### src/rtl/acc_alu_pkg.sv
// Shared opcode constants and FSM state type for the accumulating ALU.
package acc_alu_pkg;

   localparam logic [2:0] OP_INC    = 3'b000;
   localparam logic [2:0] OP_ADDC   = 3'b001;
   localparam logic [2:0] OP_ADD    = 3'b010;
   localparam logic [2:0] OP_XOR_OR = 3'b011;
   localparam logic [2:0] OP_RED    = 3'b100;
   localparam logic [2:0] OP_SHL    = 3'b101;
   localparam logic [2:0] OP_SHR    = 3'b110;
   localparam logic [2:0] OP_MUL    = 3'b111;

   typedef enum logic {
      ST_IDLE = 1'b0,
      ST_MUL  = 1'b1
   } state_e;

endpackage

### src/rtl/acc_alu_if.sv
// Operand/command and status bundle between a controller and acc_alu.
interface acc_alu_if #(
   parameter int unsigned W = 4
);
   logic [W-1:0]   a;
   logic [2:0]     f;
   logic           go;
   logic           clr;
   logic [2*W-1:0] acc;
   logic           busy;
   logic           done;
   logic           carry;
   logic           zero;

   modport master (
      output a, f, go, clr,
      input  acc, busy, done, carry, zero
   );

   modport slave (
      input  a, f, go, clr,
      output acc, busy, done, carry, zero
   );
endinterface

### src/rtl/acc_alu_mul.sv
// W-bit shift-add multiplier: one multiplier bit per cycle, LSB first.
module acc_alu_mul #(
   parameter int unsigned W = 4
) (
   input  logic           clock,
   input  logic           reset_n,
   input  logic           start,
   input  logic [W-1:0]   mcand,
   input  logic [W-1:0]   mplier,
   output logic [2*W-1:0] prod,
   output logic           last
);

   localparam int unsigned CW = $clog2(W) + 1;

   logic [2*W-1:0] mcand_q;
   logic [2*W-1:0] partial_q;
   logic [W-1:0]   mplier_q;
   logic [CW-1:0]  cnt_q;
   logic           active_q;
   logic [2*W-1:0] step;

   // prod includes the current bit so the final edge can write it directly.
   assign step = mplier_q[0] ? mcand_q : '0;
   assign prod = partial_q + step;
   assign last = active_q && (cnt_q == CW'(W - 1));

   always_ff @(posedge clock or negedge reset_n) begin
      if (!reset_n) begin
         mcand_q   <= '0;
         partial_q <= '0;
         mplier_q  <= '0;
         cnt_q     <= '0;
         active_q  <= 1'b0;
      end else if (start) begin
         mcand_q   <= {{W{1'b0}}, mcand};
         partial_q <= '0;
         mplier_q  <= mplier;
         cnt_q     <= '0;
         active_q  <= 1'b1;
      end else if (active_q) begin
         partial_q <= prod;
         mcand_q   <= mcand_q << 1;
         mplier_q  <= mplier_q >> 1;
         cnt_q     <= cnt_q + CW'(1);
         if (last) begin
            active_q <= 1'b0;
         end
      end
   end

endmodule

### src/rtl/acc_alu.sv
// Accumulating ALU with go/busy/done handshake; B operand is acc[W-1:0].
// Define ACC_ALU_MUL_EN to enable the multi-cycle multiply for op 111.
module acc_alu
   import acc_alu_pkg::*;
#(
   parameter int unsigned W = 4
) (
   input logic     clock,
   input logic     reset_n,
   acc_alu_if.slave bus
);

   logic [W-1:0]   b;
   logic [W:0]     sum_ab;
   logic [W:0]     sum_inc;
   logic [2*W-1:0] acc_q, acc_d, res_acc;
   logic           carry_q, carry_d, res_carry;
   logic           done_q, done_d;
   logic           idle;

   assign b       = acc_q[W-1:0];
   assign sum_ab  = {1'b0, bus.a} + {1'b0, b};
   assign sum_inc = {1'b0, bus.a} + {{W{1'b0}}, 1'b1};

   always_comb begin
      res_acc   = acc_q;
      res_carry = carry_q;
      unique case (bus.f)
         OP_INC: begin
            res_acc   = {{(W-1){1'b0}}, sum_inc};
            res_carry = sum_inc[W];
         end
         OP_ADDC: begin
            res_acc   = {{(W-1){1'b0}}, sum_ab};
            res_carry = sum_ab[W];
         end
         OP_ADD:    res_acc = {{W{1'b0}}, sum_ab[W-1:0]};
         OP_XOR_OR: res_acc = {bus.a | b, bus.a ^ b};
         OP_RED:    res_acc = {{(2*W-1){1'b0}}, (|bus.a) | (|b)};
         OP_SHL:    res_acc = {{W{1'b0}}, b} << bus.a;
         OP_SHR:    res_acc = {{W{1'b0}}, b >> bus.a};
         OP_MUL:    res_acc = acc_q;
      endcase
   end

`ifdef ACC_ALU_MUL_EN
   state_e         state_q, state_d;
   logic           mul_start;
   logic           mul_last;
   logic [2*W-1:0] mul_prod;

   assign idle = (state_q == ST_IDLE);

   acc_alu_mul #(.W(W)) u_mul (
      .clock   (clock),
      .reset_n (reset_n),
      .start   (mul_start),
      .mcand   (bus.a),
      .mplier  (b),
      .prod    (mul_prod),
      .last    (mul_last)
   );

   always_ff @(posedge clock or negedge reset_n) begin
      if (!reset_n) begin
         state_q <= ST_IDLE;
      end else begin
         state_q <= state_d;
      end
   end
`else
   assign idle = 1'b1;
`endif

   always_comb begin
      acc_d   = acc_q;
      carry_d = carry_q;
      done_d  = 1'b0;
`ifdef ACC_ALU_MUL_EN
      state_d   = state_q;
      mul_start = 1'b0;
`endif
      if (idle) begin
         if (bus.clr) begin
            acc_d   = '0;
            carry_d = 1'b0;
         end else if (bus.go) begin
            acc_d   = res_acc;
            carry_d = res_carry;
            done_d  = 1'b1;
`ifdef ACC_ALU_MUL_EN
            // Multiply defers done to the final iteration; acc holds until then.
            if (bus.f == OP_MUL) begin
               done_d    = 1'b0;
               mul_start = 1'b1;
               state_d   = ST_MUL;
            end
`endif
         end
      end
`ifdef ACC_ALU_MUL_EN
      else if (mul_last) begin
         acc_d   = mul_prod;
         done_d  = 1'b1;
         state_d = ST_IDLE;
      end
`endif
   end

   always_ff @(posedge clock or negedge reset_n) begin
      if (!reset_n) begin
         acc_q   <= '0;
         carry_q <= 1'b0;
         done_q  <= 1'b0;
      end else begin
         acc_q   <= acc_d;
         carry_q <= carry_d;
         done_q  <= done_d;
      end
   end

   assign bus.acc   = acc_q;
   assign bus.carry = carry_q;
   assign bus.done  = done_q;
   assign bus.busy  = ~idle;
   assign bus.zero  = (acc_q == '0);

endmodule

### src/flat_wrapper.sv
// flat-port wrapper written by rule: the top's interface ports become plain ports
module acc_alu_flat import acc_alu_pkg::*;
#(
   parameter int unsigned W = 4
)
  (clock, reset_n, bus_a, bus_f, bus_go, bus_clr, bus_acc, bus_busy, bus_done, bus_carry, bus_zero);
  acc_alu_if #(.W(W)) bus_i ();
  input logic clock;
  input logic reset_n;
  input wire logic [$bits(bus_i.a)-1:0] bus_a;
  input wire logic [$bits(bus_i.f)-1:0] bus_f;
  input wire logic [$bits(bus_i.go)-1:0] bus_go;
  input wire logic [$bits(bus_i.clr)-1:0] bus_clr;
  output wire logic [$bits(bus_i.acc)-1:0] bus_acc;
  output wire logic [$bits(bus_i.busy)-1:0] bus_busy;
  output wire logic [$bits(bus_i.done)-1:0] bus_done;
  output wire logic [$bits(bus_i.carry)-1:0] bus_carry;
  output wire logic [$bits(bus_i.zero)-1:0] bus_zero;
  assign bus_i.a = bus_a;
  assign bus_i.f = bus_f;
  assign bus_i.go = bus_go;
  assign bus_i.clr = bus_clr;
  assign bus_acc = bus_i.acc;
  assign bus_busy = bus_i.busy;
  assign bus_done = bus_i.done;
  assign bus_carry = bus_i.carry;
  assign bus_zero = bus_i.zero;
  acc_alu #(.W(W)) u_core (.clock(clock), .reset_n(reset_n), .bus(bus_i));
endmodule
### config.mk
export PLATFORM = sky130hd
export DESIGN_NAME = acc_alu_flat
export DESIGN_NICKNAME = d
export VERILOG_FILES = /design/src/rtl/acc_alu_pkg.sv /design/src/rtl/acc_alu_if.sv /design/src/rtl/acc_alu_mul.sv /design/src/rtl/acc_alu.sv /design/src/flat_wrapper.sv
export SDC_FILE = /design/constraint.sdc
export NUM_CORES = 1
export LEC_CHECK = 0
export ABC_CLOCK_PERIOD_IN_PS = 5800
export CAP_MARGIN = 10
export CORE_UTILIZATION = 33
export CTS_CLUSTER_DIAMETER = 40
export DETAILED_ROUTE_END_ITERATION = 16
export DONT_BUFFER_PORTS = 1
export GPL_ROUTABILITY_DRIVEN = 0
export PLACE_DENSITY = 0.45
export SYNTH_ARGS = -nofsm -noshare
export SYNTH_HDL_FRONTEND = slang
export SYNTH_SLANG_ARGS = --single-unit
### constraint.sdc
create_clock -name clock -period 5.8 [get_ports clock]
set_clock_uncertainty 0.1 [all_clocks]
set_input_delay 0.58 -clock clock [delete_from_list [all_inputs] [get_ports clock]]
set_output_delay 0.58 -clock clock [all_outputs]
set_load 0.02 [all_outputs]
# After elaboration in Yosys (flattened, before gate mapping)
# Index checks and enable logic that the tools add are counted.
[totals]
reg_bits = 10
latchBits = 0
ram_bits = 0
mem_bits_ro = 0
inputBits = 11
output_inout_bits = 12
memories = 0
[classes]
addsub = 2
multipliers = 0
div_mod_pow = 0
order_cmp = 0
n_eq_ne = 8
n_shift = 2
muxes = 8
bitwise = 3
n_reduce_logical = 8
[ops]
columns = ["op", "n"]
rows = [
  ["8-bit one-hot mux with 7 select lines", 1],
  ["8-bit two-way mux", 2],
  ["3-bit equality test, second input constant", 4],
  ["8-bit zero test", 1],
  ["4-bit OR reduction", 2],
  ["4-bit by 4-bit left shift with 8-bit output", 1],
  ["3-bit by 2-bit equality test with 1-bit output, second input constant", 2],
  ["4-bit by 1-bit adder with 5-bit output, second input constant", 1],
  ["4-bit by 4-bit adder with 5-bit output", 1],
  ["1-bit two-way mux", 4],
  ["4-bit bitwise OR", 1],
  ["2-bit AND reduction", 2],
  ["4-bit by 4-bit right shift with 4-bit output", 1],
  ["4-bit bitwise XOR", 1],
  ["3-bit by 1-bit equality test with 1-bit output, second input constant", 1],
  ["3-bit zero test", 1],
  ["3-bit nonzero test", 1],
  ["2-bit inequality test, second input constant", 1],
  ["1-bit one-hot mux with 2 select lines", 1],
  ["2-bit nonzero test", 1],
  ["1-bit bitwise OR", 1],
]

# Longest topological paths before layout
# Gate-level depths: netlist of run 1.
[depth]
ltp_word = 5
ltp_mapped = 8

# Worst setup path after synthesis of run 1
# OpenSTA, ideal clock, no wires.
[synth_timing]
path_kind = "input to register"
start = "input bus_a[0]"
end = "register u_core.acc_q[0], in the netlist u_core.bus.acc[0]"
setup_ns = 0.121
t_arrival_ns = 1.737
required_time_ns = 5.579
setup_slack_ns = 3.842
path_stages = 7
path_buffers = 1
path_cell_list = "buf_6 inv_1 ha_1 inv_1 o221ai_2 or3b_1 a22o_1"
[synth_between]
elab_chain_len = 5
[synth_rtl]
columns = ["element", "line", "text"]
rows = [
  ["from (decl)", "flat_wrapper.sv:10", "input wire logic [$bits(bus_i.a)-1:0] bus_a;"],
  ["branches (longest 2 deep; another with 4-bit by 4-bit adder with 5-bit output)", "-", ""],
  ["8-bit one-hot mux with 7 select lines *", "acc_alu.sv:28", "unique case (bus.f)"],
  ["8-bit two-way mux *", "acc_alu.sv:87", "end else if (bus.go) begin"],
  ["8-bit two-way mux *", "acc_alu.sv:84", "if (bus.clr) begin"],
  ["to (signal assigned)", "acc_alu.sv:112", "acc_q <= '0;"],
  ["to (signal assigned)", "acc_alu.sv:116", "acc_q <= acc_d;"],
  ["to (decl)", "acc_alu.sv:16", "logic [2*W-1:0] acc_q, acc_d, res_acc;"],
]
# Every way passes the cells marked *. The select of a mux whose other input is x is not followed.
# A chain may end at the register's enable or synchronous reset.

# Final worst setup path of run 1
[layout_timing]
start = "register u_core.acc_q[5], in the netlist u_core.bus.acc[5]"
end = "output bus_zero"
[layout_between]
elab_chain_len = 1
[layout_rtl]
columns = ["element", "line", "text"]
rows = [
  ["8-bit zero test", "acc_alu.sv:126", "assign bus.zero = (acc_q == '0);"],
  ["to (decl)", "flat_wrapper.sv:18", "output wire logic [$bits(bus_i.zero)-1:0] bus_zero;"],
]
# No other way between the ends.

==> metrics.md, run 1 <==
| Metric | Value |
|---|---|
| TritonCTS clock tree | built |
| Layout fillers | 380 |
| First-pass GRT wire length | 6003 um |
| Synth Flop Type | dfrtp_1 |
| Gr ovfl total | 0 |
| Kind of critical path | reg -> out |
| Yosys cell types | between 40 and 50 |
| PwrDens | 167.8 nW/um^2 |
| DR vias/cell | 5.935 |
| GRT Resource Usage Total | 0.1925 |
| IO buf count | 0 |
| Worst r2r dst | u_core.bus.acc[1] |
| Setup TNS | 0 ns |
| Async SR Flop Fraction | 1.000 |
| # IOs | 23 |
| Final worst slack | 3.544 ns |
| Starting Density | 0.3561 |
| Synth-to-Final Area Change | 3.951% |
| Final setup viols | 0 |
| Core Util, Final | 0.3701 |
| Total routed wirelength | between 3000 and 4000 um |
| Final period utilization | 0.3889 |
| Post-CTS Setup Bufs | 0 |
| WP data arrival | 1.58 ns |
| Vias in the first global route | 1173 |
| Place WS | 3.569 ns |
| Setup crit end | bus_zero |
| Hold WC Path Type | in -> reg |
| H-tree Lvls | 1 |
| Crit-path max FO | 4 |
| Area share of the largest cell type after synthesis | 0.2026 |
| Die area | between 3000 and 4000 sq um |
| Residual DRC | 0 |
| Dpl hpwl | between 2000 and 3000 um |
| Syn Area/Cell | 7.866 sq um |
| Core area | 3468 sq um |
| Largest net degree at the start of global routing | 24 |
| Ranking of synthesized cells by area | dfrtp_1, ha_1, a21oi_1 |
| Synth Net Count | 181 |
| Post-synth EDFFs | 0 |
| Post-layout instance count excluding filler cells | around 200 |
| Status | finished, final reports clean |
| Seq/Total Area, Yosys | 0.2026 |
| Reg2Reg Launch Point | u_core.bus.acc[0] |
| Static leakage | 0.5219 nW |
| Routed len/inst | 17.86 um |
| NumNets Final | 179 |
| YS warnings | 0 |
| Initial antenna violation count | 0 |
| Final ANT Viol Nets | 0 |
| Placed cells | 195 |
| CTS Buffer Depth | 2 |
| Crit path launch | u_core.bus.acc[5] |
| Minimum clock period | around 2.3 ns |
| Worst-path clk slew | 0.04 ns |
| Die X | 63.18 um |
| Site row count | 21 |
| Worst EP required | 5.12 ns |
| Critical Path Sink Type | output port |
| Reg2reg path depth | 6 |
| Total power | 0.2154 mW |
| Reg area | 250.2 sq um |
| Clock Sinks | 10 |
| R2r setup slk | roughly 3.6 ns |
| #FFs+latches synth | 10 |
| Synth area leader | dfrtp_1 |
| Via count | 1181 |
| Final hold vios | 0 |
| Max Freq | 443.3 MHz |
| Die height | ~63 um |
| Max Slew Vio Count | 0 |
| Number of max-cap violations | 0 |
| Inserted Clock Buffers | 3 |
| Mapped Area | 1235 sq um |
| Startpoint Class | register |
| Detailed-router iteration count before antenna repair | 4 |
| CTS root buf | clkbuf_8 |
| IR drop worst, VDD | approximately 70 uV |
| Share of cells above drive strength 1 | 0.08497 |
| RSZ-0062 raised after global routing | false |
| Clock Latency Late Sink | 0.23 ns |
| Syn Inst Count | 157 |
| First DRT Iteration DRCs | 35 |
| Antenna Cells | 0 |
| Area of the multi-input gates | 879.6 sq um |
## where the power goes
group	internal [mW]	leakage [nW]	switching, mW
Clock	0.0451	0.0216	0.0230
Combinational	0.0256	0.365	0.0362
Sequential	0.0734	0.136	0.0121
## cells in the final DEF (no fill, tap or decap), types with 4 or more instances in the layout
cell	instances
a211oi_1	5
a21oi_1	15
dfrtp_1	10
ha_1	12
inv_1	10
nand2_1	15
nand3_1	4
nor2_1	17
nor3_1	5
## how the worst min path moves through the flow
stage | from | endpoint | slack, ns | cells past startpoint
6_report | bus_clr | u_core.bus.carry | 0.31 | 1
5_1_grt | bus_clr | u_core.bus.carry | 0.31 | 1
4_1_cts | bus_clr | u_core.bus.carry | 0.31 | 1
3_5_place_dp | reset_n | u_core.bus.carry | 0.18 | 0
3_3_place_gp | reset_n | u_core.bus.carry | 0.18 | 0
2_1_floorplan | reset_n | u_core.bus.acc[0] | 0.18 | 0
## Yosys cell counts (4+ instances only)
cell,number
a21oi_1,15
ha_1,12
inv_1,10
nand2_1,15
nand3_1,4
nor2_1,17
a211oi_1,5
nor3_1,5
dfrtp_1,10
## cells by family after synthesis
logic type | count (synthesis) | synth area share
AOI/OAI and AO/OA | 45 | 0.2431
xor gates and xnor gates | 4 | 0.02837
muxes | 3 | 0.03445
buffers and inverters | 20 | 0.08511
and+or+nand+nor | 61 | 0.2655
other | 1 | 0.003037
DFF | 10 | 0.2026
adders and majority gates | 13 | 0.1378
## worst max-delay path: stages, from the launching register on
cell and delay [ns]:
dfrtp_1 0.48, or4_1 0.54, nor2_1 0.32
## timing repair
action,CTS,global route
hold endpoints to repair,10,0
resized for setup,0,0
hold buffers,1,0
## area by class of cell
type,count,area share
clock buffer,3,0.03216
inverter,12,0.03509
multi-input combinational,127,0.6852
sequential,10,0.1949
tap,46,0.04483
timing repair buffer,1,0.007797
## flip-flops by register name, indices dropped and copies added, names as in the netlist
| name | flops |
|---|---|
| u_core.bus.carry | 1 |
| u_core.bus.acc | 8 |
| u_core.bus.done | 1 |
## through the flow
stage | hold slack (ns) | cell area [sq um]
floorplan | 0.1844 | 1235
global placement | 0.1846 | 1232
detailed placement | 0.1847 | 1232
CTS | 0.3084 | 1284
global route | 0.3118 | 1284
finish | 0.3106 | 1284
## metal layers
layer	global-route usage	routed length (um)	vias up
met5	0	0	-
met4	0.05966	75	0
met3	0.04891	281	8
met2	0.3145	1681	49
met1	0.2470	1517	560
li1	-	-	564
No activity file was read; power rests on OpenSTA's default activity.
==> inputs of run 2 (changes only) <==
ABC_AREA = 1   (was not set)
ABC_CLOCK_PERIOD_IN_PS = 2100   (was 5800)
clock period = 2.1 ns   (was 5.8 ns; I/O delays follow)
==> run 2 against run 1 <==
- sequential power increased to 2.5 times the previous value
- synthesized area is 3.1% higher
- flip-flop and latch count did not move
- critical path depth up 4
- register-to-register slack got worse by 3.2 ns
- final cell count up 34%
- via count increased by 18%
- non-clock buffer count rose by 7
- design area up 10%
- combinational power grew to 3.7 times the previous value
- hold slack got worse by 0.27 ns
- critical endpoint unchanged
- largest power group is now the clock network
==> metrics.md, run 2 <==
| Metric | Value |
|---|---|
| Status | finished, final reports clean |
| WP data arrival | 1.55 ns |
| Routed len/inst | 15.31 um |
| Synth Flop Type | dfrtp_1 |
| Synth-to-Final Area Change | 11.20% |
| Clock Latency Late Sink | 0.23 ns |
| TritonCTS clock tree | built |
| Min-Delay Path Depth | 2 |
| Residual DRC | 0 |
| Seq/Total Area, Yosys | 0.1965 |
| Async SR Flop Fraction | 1.000 |
| Post-Synth Simple-Gate Area | 0.4774 |
| Initial antenna violation count | 0 |
| Xor and xnor area share after synthesis | 0.01375 |
| Largest register FFs | 8 |
| Die height | 64.13 um |
| CTS resizes | 0 |
| Max Freq | 538.0 MHz |
| Mapped Area | 1274 sq um |
| YS warnings | 0 |
| Antenna Cells | 0 |
| # IOs | 23 |
| Most used cell, CP | buf_4 |
| #FFs+latches synth | 10 |
| Commonest non-fill, non-tap cells in the layout | nand2_1, nor2_1, nand3_1, inv_1, ha_1 |
| Most common cell after layout, fill and taps aside | nand2_1 |
| Yosys cell types | 28 |
| RSZ-0062 raised after global routing | false |
| Inserted Clock Buffers | 3 |
| NumNets Final | 244 |
| Dpl hpwl | 3228 um |
| Final ANT Viol Nets | 0 |
| Worst-path clk slew | 0.05 ns |
| Largest net degree at the start of global routing | 15 |
| Post-synth EDFFs | 0 |
| Synth Area in Compound Gates | 0.09332 |
| Final period utilization | 0.8851 |
| Syn Area/Cell | 5.980 sq um |
| Worst EP required | 1.79 ns |
| Static leakage | 0.7399 nW |
| Clock Sinks | 10 |
| Post-CTS Setup Bufs | 0 |
| CP Buf/Inv Count | 2 |
| Ranking of synthesized cells by area | nand2_1, dfrtp_1, ha_1 |
| Final setup viols | 0 |
| PwrDens | 481.4 nW/um^2 |
| Slowest stage delay, CP | 0.37 ns |
| Die X | 64.13 um |
| Multiplexer share of the synthesized area | 0 |
| Critical Path Sink Type | output port |
| Vias in the first global route | 1372 |
| Fraction of the mapped netlist area in adder cells | 0.1336 |
| First-pass GRT wire length | 6568 um |
| Total routed wirelength | 4089 um |
| Startpoint Class | register |
| Max Slew Vio Count | 0 |
| Via count | 1394 |
| Synth top cells by count | nand2_1, nor2_1, nand3_1 |
| First DRT Iteration DRCs | 53 |
| GRT Resource Usage Total | 0.2080 |
| IR drop worst, VDD | around 200 uV |
| Top Family by Delay on Critical Path | simple AND/OR/NAND/NOR gates |
| H-tree Lvls | 1 |
| Detailed-router iteration count before antenna repair | 4 |
| Die area | 4112 sq um |
| Share of cells above drive strength 1 | 0.07763 |
| Crit-path max FO | 6 |
| Final hold vios | 0 |
| Hold WC Path Type | in -> reg |
| DR vias/cell | approximately 5.2 |
| Site row count | 22 |
| Hold path endpoint | u_core.bus.carry |
| CTS Buffer Depth | 2 |
| Core area | 3689 sq um |
| Final instance area | 1416 sq um |
| Area share of the largest cell type after synthesis | 0.2122 |
| R2r setup slk | ~0.37 ns |
| Top-count cell post-synth | nand2_1 |
| Largest family of logic cells by synthesized area | simple AND/OR/NAND/NOR gates |
| CTS root buf | clkbuf_8 |
| Number of max-cap violations | 0 |
| Synth Net Count | 237 |
| Starting Density | 0.3453 |
| Kind of critical path | reg -> out |
| Reg2reg path depth | 8 |
| Gr ovfl total | 0 |
| Synth area leader | nand2_1 |
| Crit path launch | u_core.bus.acc[3] |
| IO buf count | 0 |
| Worst r2r dst | u_core.bus.acc[4] |
| Syn Inst Count | ~210 |
| Minimum clock period | 1.859 ns |
| Post-place instance area | 1341 sq um |
| Setup TNS | 0 ns |
| Critical Path, Cell by Cell | buf_4, nor2_1, nand2_1, nor3_1, nor3b_1, buf_4 |
| Cts hold-fix bufs | 2 |
| Min-delay src | bus_clr |
| Reg2Reg Launch Point | u_core.bus.acc[0] |
| Slowest CP cell | dfrtp_1 |
## run 2: worst register-to-register path: cells and delay by family (launching register included)
family          cells  cell delay [ns]
compound gates      1             0.11
fa+ha+maj           2             0.64
flops               1             0.37
simple gates        5             0.39
## run 2: worst max path at each step
stage	to	slack, ns	depth (start not counted)
final	bus_zero	0.24	6
after global routing	bus_zero	0.1	6
after CTS	bus_zero	0.23	6
after detailed placement	u_core.bus.acc[4]	0.39	8
after global placement	u_core.bus.acc[4]	0.41	8
after floorplan	u_core.bus.acc[2]	0.32	8
## run 2: cell families after synthesis
family	Yosys count
adders and majority gates	13
buffers and inverters	24
DFF	10
AOI/OAI and AO/OA	19
xor gates and xnor gates	2
other	1
and+or+nand+nor	144
## run 2: layer usage
metal  vias to the layer above  global-route usage  routed length [um]
met5                         -                   0                   0
met4                         0             0.03889                  63
met3                         7             0.03929                 193
met2                        45              0.3418                1866
met1                       643              0.2840                1967
li1                        699                   -                   -
## run 2: layout make-up
| class | instances | area [sq um] |
|---|---|---|
| fill | 434 | 2272 |
| timing repair buffer | 8 | 65.06 |
| clock buffer | 4 | 55.05 |
| sequential | 10 | 250.2 |
| multi-input combinational | 179 | 918.4 |
| inverter | 18 | 67.56 |
| tap | 48 | 60.06 |
## run 2: report_power, final
part | switching [mW] | leakage [nW] | internal (mW)
sequential | 0.0145 | 0.136 | 0.203
clock | 0.0722 | 0.0288 | 0.165
combinational | 0.145 | 0.575 | 0.0826
total | 0.232 | 0.740 | 0.450
## run 2: metrics by stage
| step | worst slack [ns] | utilization | hold WS, ns | total power, mW | cells |
|---|---|---|---|---|---|
| 2_1_floorplan | 0.3171 | - | -0.1856 | 0.3879 | 213 |
| 3_3_place_gp | 0.4124 | 0.3636 | -0.1854 | 0.4418 | 261 |
| 3_5_place_dp | 0.3924 | 0.3636 | -0.1854 | 0.4397 | 261 |
| 4_1_cts | 0.2340 | 0.3840 | 0.02968 | 0.6897 | 267 |
| 5_1_grt | 0.09699 | 0.3840 | 0.03171 | 0.7243 | 267 |
| 6_report | 0.2414 | 0.3840 | 0.03700 | 0.6819 | 267 |
